`config.mk`:
```
export PLATFORM = sky130hd
export DESIGN_NAME = alu_arbiter
export DESIGN_NICKNAME = d
export VERILOG_FILES = /design/src/rtl/alu_arbiter.sv
export SDC_FILE = /design/constraint.sdc
export NUM_CORES = 1
export LEC_CHECK = 0
export CORE_UTILIZATION = 36
export CTS_BUF_LIST = sky130_fd_sc_hd__clkbuf_4 sky130_fd_sc_hd__clkbuf_8
export DETAILED_ROUTE_END_ITERATION = 12
export HOLD_SLACK_MARGIN = 0.1
export PLACE_DENSITY = 0.89
export SETUP_SLACK_MARGIN = 0.1
export SLEW_MARGIN = 20
export SYNTH_ARGS = -nofsm -noshare
export SYNTH_HDL_FRONTEND = slang
export SYNTH_SLANG_ARGS = --single-unit
```
`constraint.sdc`:
```
create_clock -name clk -period 1.2 [get_ports clk]
set_input_delay 0.24 -clock clk [delete_from_list [all_inputs] [get_ports clk]]
set_output_delay 0.24 -clock clk [all_outputs]
set_load 0.02 [all_outputs]
```
`src/rtl/alu_arbiter.sv`:
```
// ---------------------------------------------------------------------------
// alu_arbiter
//   Round-robin arbiter/sequencer sharing one combinational ALU between two
//   requesters. A granted request is latched, driven into the ALU for one
//   cycle, and the registered result/zero flag is held on the response
//   channel of the granted requester until that requester accepts it.
//
// Handshake semantics (both request and response channels): a transfer
// happens at a rising edge where valid and ready are both high. A source
// keeps valid and payload stable until the transfer. Ready may depend
// combinationally on valid (request side), never the other way round.
//
// Ports
//   clk, rst_n              clock, synchronous active-low reset
//   req_valid/req_ready     per-requester request channel (bit i = req i)
//   req_a0/b0/op0           requester 0 operands and ALU control
//   req_a1/b1/op1           requester 1 operands and ALU control
//   rsp_valid/rsp_ready     per-requester response channel
//   rsp_result/rsp_zflag    registered ALU result/zero flag (shared)
//   alu_a/alu_b/alu_control to external ALU, straight from operand regs
//   alu_result/alu_zflag    from external ALU
//   busy                    high whenever the FSM is not IDLE
//   dbg_state               current FSM state (IDLE=0, EXEC=1, RESP=2)
// ---------------------------------------------------------------------------
module alu_arbiter #(
  parameter int DATA_W = 5,
  parameter int OP_W   = 2,
  parameter int RES_W  = 10
) (
  input  logic              clk,
  input  logic              rst_n,
  input  logic [1:0]        req_valid,
  output logic [1:0]        req_ready,
  input  logic [DATA_W-1:0] req_a0,
  input  logic [DATA_W-1:0] req_b0,
  input  logic [OP_W-1:0]   req_op0,
  input  logic [DATA_W-1:0] req_a1,
  input  logic [DATA_W-1:0] req_b1,
  input  logic [OP_W-1:0]   req_op1,
  output logic [1:0]        rsp_valid,
  input  logic [1:0]        rsp_ready,
  output logic [RES_W-1:0]  rsp_result,
  output logic              rsp_zflag,
  output logic [DATA_W-1:0] alu_a,
  output logic [DATA_W-1:0] alu_b,
  output logic [OP_W-1:0]   alu_control,
  input  logic [RES_W-1:0]  alu_result,
  input  logic              alu_zflag,
  output logic              busy,
  output logic [1:0]        dbg_state
);

  localparam logic [1:0] IDLE = 2'b00;
  localparam logic [1:0] EXEC = 2'b01;
  localparam logic [1:0] RESP = 2'b10;

  logic [1:0]        state_q, state_d;
  logic              last_grant_q, last_grant_d;
  logic              grant_q, grant_d;
  logic [DATA_W-1:0] a_q, a_d;
  logic [DATA_W-1:0] b_q, b_d;
  logic [OP_W-1:0]   op_q, op_d;
  logic [RES_W-1:0]  res_q, res_d;
  logic              zf_q, zf_d;
  logic [1:0]        rsp_valid_q, rsp_valid_d;
  logic              sel;

  // Arbitration: a lone requester wins; on contention the one that did not
  // win last time wins, so continuous contention alternates strictly.
  always_comb begin
    sel = 1'b0;
    case (req_valid)
      2'b10:   sel = 1'b1;
      2'b11:   sel = ~last_grant_q;
      default: sel = 1'b0;
    endcase
  end

  // Ready is offered only in IDLE, only to the selected requester, and is
  // forced low while reset is asserted.
  always_comb begin
    req_ready = 2'b00;
    if (rst_n && (state_q == IDLE) && (req_valid != 2'b00)) begin
      req_ready = sel ? 2'b10 : 2'b01;
    end
  end

  always_comb begin
    state_d      = state_q;
    last_grant_d = last_grant_q;
    grant_d      = grant_q;
    a_d          = a_q;
    b_d          = b_q;
    op_d         = op_q;
    res_d        = res_q;
    zf_d         = zf_q;
    rsp_valid_d  = rsp_valid_q;
    case (state_q)
      IDLE: begin
        if ((req_valid & req_ready) != 2'b00) begin
          grant_d = sel;
          a_d     = sel ? req_a1  : req_a0;
          b_d     = sel ? req_b1  : req_b0;
          op_d    = sel ? req_op1 : req_op0;
          state_d = EXEC;
        end
      end
      EXEC: begin
        res_d       = alu_result;
        zf_d        = alu_zflag;
        rsp_valid_d = grant_q ? 2'b10 : 2'b01;
        state_d     = RESP;
      end
      RESP: begin
        // Only the granted requester's rsp_ready completes the response.
        if (rsp_ready[grant_q]) begin
          rsp_valid_d  = 2'b00;
          last_grant_d = grant_q;
          state_d      = IDLE;
        end
      end
      default: state_d = IDLE;
    endcase
  end

  always_ff @(posedge clk) begin
    if (!rst_n) begin
      state_q      <= IDLE;
      last_grant_q <= 1'b1;
      grant_q      <= 1'b0;
      a_q          <= '0;
      b_q          <= '0;
      op_q         <= '0;
      res_q        <= '0;
      zf_q         <= 1'b0;
      rsp_valid_q  <= 2'b00;
    end else begin
      state_q      <= state_d;
      last_grant_q <= last_grant_d;
      grant_q      <= grant_d;
      a_q          <= a_d;
      b_q          <= b_d;
      op_q         <= op_d;
      res_q        <= res_d;
      zf_q         <= zf_d;
      rsp_valid_q  <= rsp_valid_d;
    end
  end

  // ALU inputs come only from registers: no req_* to alu_* timing path.
  assign alu_a       = a_q;
  assign alu_b       = b_q;
  assign alu_control = op_q;
  assign rsp_valid   = rsp_valid_q;
  assign rsp_result  = res_q;
  assign rsp_zflag   = zf_q;
  assign busy        = (state_q != IDLE);
  assign dbg_state   = state_q;

endmodule
```
==> metrics.txt, run 1 <==
run status finished, violations left; failing checks setup timing; FF+latch count, synth 29; Worst Hold Class in2reg; CTS root buf clkbuf_4; worst path arrival time 1.26 ns; I/O Pins between 70 and 80; DRT antenna net count 0; Die H 61.5 um; total CTS buffers 5; Routability Congestion between 0.7 and 0.8; Initial Util roughly 38%; Clock Tree Buf Depth 2; Post-Synthesis Cells between 150 and 200; final net count around 290; Final Util 74.6%; maxcap violations 0; final setup vio count 31; CTS hold repair buffers 0; Place WS -0.907 ns; peak supply drop ~0.85 mV; die area 0.00379 mm2; drt drc 0; worst-path fanout max 2; PortBufs 70; H-Tree Depth 2; DP HPWL 2700 um; Final Max Slew Viols 0; vias per cell around 5; routed wire length between 4000 and 5000 um; synth unique cells 25; worst setup margin -0.299 ns; Initial DRT Pass Iterations 4; pwr dens 1090 mW/mm2; initial antenna violation count 0; Synth-to-Final Area Change 96.5%; largest net degree at the start of global routing 15; cell area after synthesis between 0.001 and 0.0015 mm2; nature of the critical path endpoint output port; WP data required 0.96 ns; shortest period the worst path allows approximately 1.5 ns; via count about 1,500; Syn Nets between 150 and 200; gr usage total ~23%; CTS tree done; number of global-route vias before repair ~1,500; Die Wd approximately 60 um; share of cells above drive strength 1 approximately 50%; crit share post-route 125%; Worst setup SP type flip-flop; final hold vios 0; Mean Syn Cell Area 8.45 um2; grt ovf 0; diode count 0; critical path class reg2out; worst-skew pair later-pin latency ~0.3 ns; maximum clock rate 667 MHz; clock sinks 29; CTS clk-pin slew, worst paths roughly 0.09 ns; per-cell routed wire length approximately 15 um; row cnt 21; worst-margin pin slew 0.289 ns; Synth warnings 0; first-pass GRT wire length roughly 6300 um; RSZ-0062 raised after global routing yes; Final Skew around 0.0043 ns; Slew headroom about four fifths; Static Leakage around 0.0011 uW; core area 0.00336 mm2; DRT iter0 DRCs 23; sequential area share after synthesis approximately 45%
[kinds of logic (layout without fill, tap and decap cells)]
| logic type | count (synthesis) | count (layout) | share of synthesized area (%) |
|---|---|---|---|
| simple gates | 57 | 57 | 19.3 |
| compound gates | 49 | 49 | 26.1 |
| flops | 29 | 29 | 45.5 |
| buf+inv | 15 | 116 | 8.33 |
| mux | 1 | 1 | 0.784 |
[through the flow]
stage                     hold slack (ns)  total power (uW)  setup TNS (ns)  instance area (um2)  cells
after floorplan                     0.316              1510         -0.0624                 1290    151
after global placement              0.443              1900           -9.90                 2130    277
after detailed placement            0.446              1920          -11.79                 2130    277
after CTS                           0.409              2600           -2.85                 2280    296
after global routing                0.439              2880           -6.19                 2510    298
final                               0.424              2730           -4.42                 2510    298
[path summary, 6_finish.rpt]
check | cells past startpoint | start | slack [ns] | to
max | 5 | dbg_state[1]$_SDFFE_PN0P_ | -0.30 | req_ready[0]
min | 3 | rst_n | 0.42 | last_grant_q$_SDFFE_PN1P_
max reg2reg | 7 | dbg_state[1]$_SDFFE_PN0P_ | -0.21 | alu_a[2]$_SDFFE_PN0P_
min reg2reg | 2 | rsp_result[5]$_SDFFE_PN0P_ | 0.46 | rsp_result[5]$_SDFFE_PN0P_
[what timing repair did]
| action | 4_1_cts | 5_1_grt |
|---|---|---|
| setup endpoints to repair | 56 | 47 |
| pin swaps | 14 | 30 |
| gates cloned | 4 | 1 |
| setup buffers | 9 | 3 |
| gates resized for setup | 177 | 56 |
[routing by layer]
layer / global-route usage (%) / routed length, um
met5: 0 / 0
met4: 6.35 / 84
met3: 5.88 / 249
met2: 42.7 / 2530
met1: 24.6 / 1610
[area by class of cell]
cell class | instances | area [um2]
sequential | 29 | 592
inverter | 5 | 28.8
clock buffer | 7 | 58.8
timing repair buffer | 103 | 955
tap | 46 | 57.6
multi-input combinational | 107 | 807
fill | 264 | 856
timing repair inverter | 1 | 8.76
[sequential cells by signal, indices dropped and copies added, names as in the netlist]
signal        flops
alu_a             5
last_grant_q      1
alu_b             5
rsp_valid         2
dbg_state         2
grant_q           1
alu_control       2
rsp_zflag         1
rsp_result       10
[cells in the mapped netlist]
cell type | n | share of area (%)
a21oi_1 | 28 | 11
buf_2 | 4 | 1.6
dfxtp_1 | 29 | 45
o221ai_1 | 1 | 0.69
or2_0 | 1 | 0.49
nor2_1 | 2 | 0.59
mux2i_1 | 1 | 0.78
buf_6 | 2 | 1.8
a21bo_2 | 2 | 1.6
o21ai_0 | 4 | 1.6
a311oi_1 | 9 | 6.2
a311oi_2 | 3 | 3.5
nand2b_1 | 1 | 0.49
a21boi_2 | 1 | 0.88
nand3b_1 | 1 | 0.59
nor2b_1 | 2 | 0.98
clkbuf_1 | 1 | 0.29
nand3_1 | 1 | 0.39
nor3b_4 | 1 | 1.5
a221oi_1 | 1 | 0.69
inv_1 | 4 | 1.2
nand2_1 | 47 | 14
clkbuf_8 | 3 | 3.2
inv_2 | 1 | 0.29
nand2_2 | 1 | 0.49
[worst max-delay path, cell delays in order, from the launching register on]
cell and delay (ns):
dfxtp_4 0.36, nor3b_4 0.20, buf_6 0.14, nand2_4 0.05, nor2_4 0.09, buf_6 0.12
[layout by cell type (no fill, tap or decap), types with 2 or more instances in the layout]
| master | count |
|---|---|
| clkdlybuf4s50_1 | 37 |
| nand2_1 | 36 |
| buf_4 | 30 |
| dfxtp_1 | 22 |
| buf_6 | 18 |
| a21oi_2 | 15 |
| a21oi_1 | 12 |
| buf_2 | 11 |
| nand2_4 | 8 |
| a311oi_1 | 8 |
| dfxtp_2 | 6 |
| clkbuf_4 | 6 |
| nand2_2 | 4 |
| a311oi_2 | 4 |
| dlygate4sd2_1 | 3 |
| inv_1 | 2 |
| nor2b_4 | 2 |
| o21ai_0 | 2 |
| buf_8 | 2 |
[report_power, final]
part           internal, uW  switching, uW  leakage, uW
clock network           299            297    0.0000348
registers              1050           56.2     0.000240
logic                   529            503     0.000800
total                  1880            855      0.00107
Note: power is estimated with default switching activity, not from simulation.
==> run 2: changes to the inputs <==
--- a/config.mk
+++ b/config.mk
@@ -8,6 +8,7 @@
 export CORE_UTILIZATION = 36
 export CTS_BUF_LIST = sky130_fd_sc_hd__clkbuf_4 sky130_fd_sc_hd__clkbuf_8
 export DETAILED_ROUTE_END_ITERATION = 12
+export GPL_TIMING_DRIVEN = 1
 export HOLD_SLACK_MARGIN = 0.1
 export PLACE_DENSITY = 0.89
 export SETUP_SLACK_MARGIN = 0.1
==> results of run 2 <==
No change in the layout: final DEF, timing and power equal those of run 1.
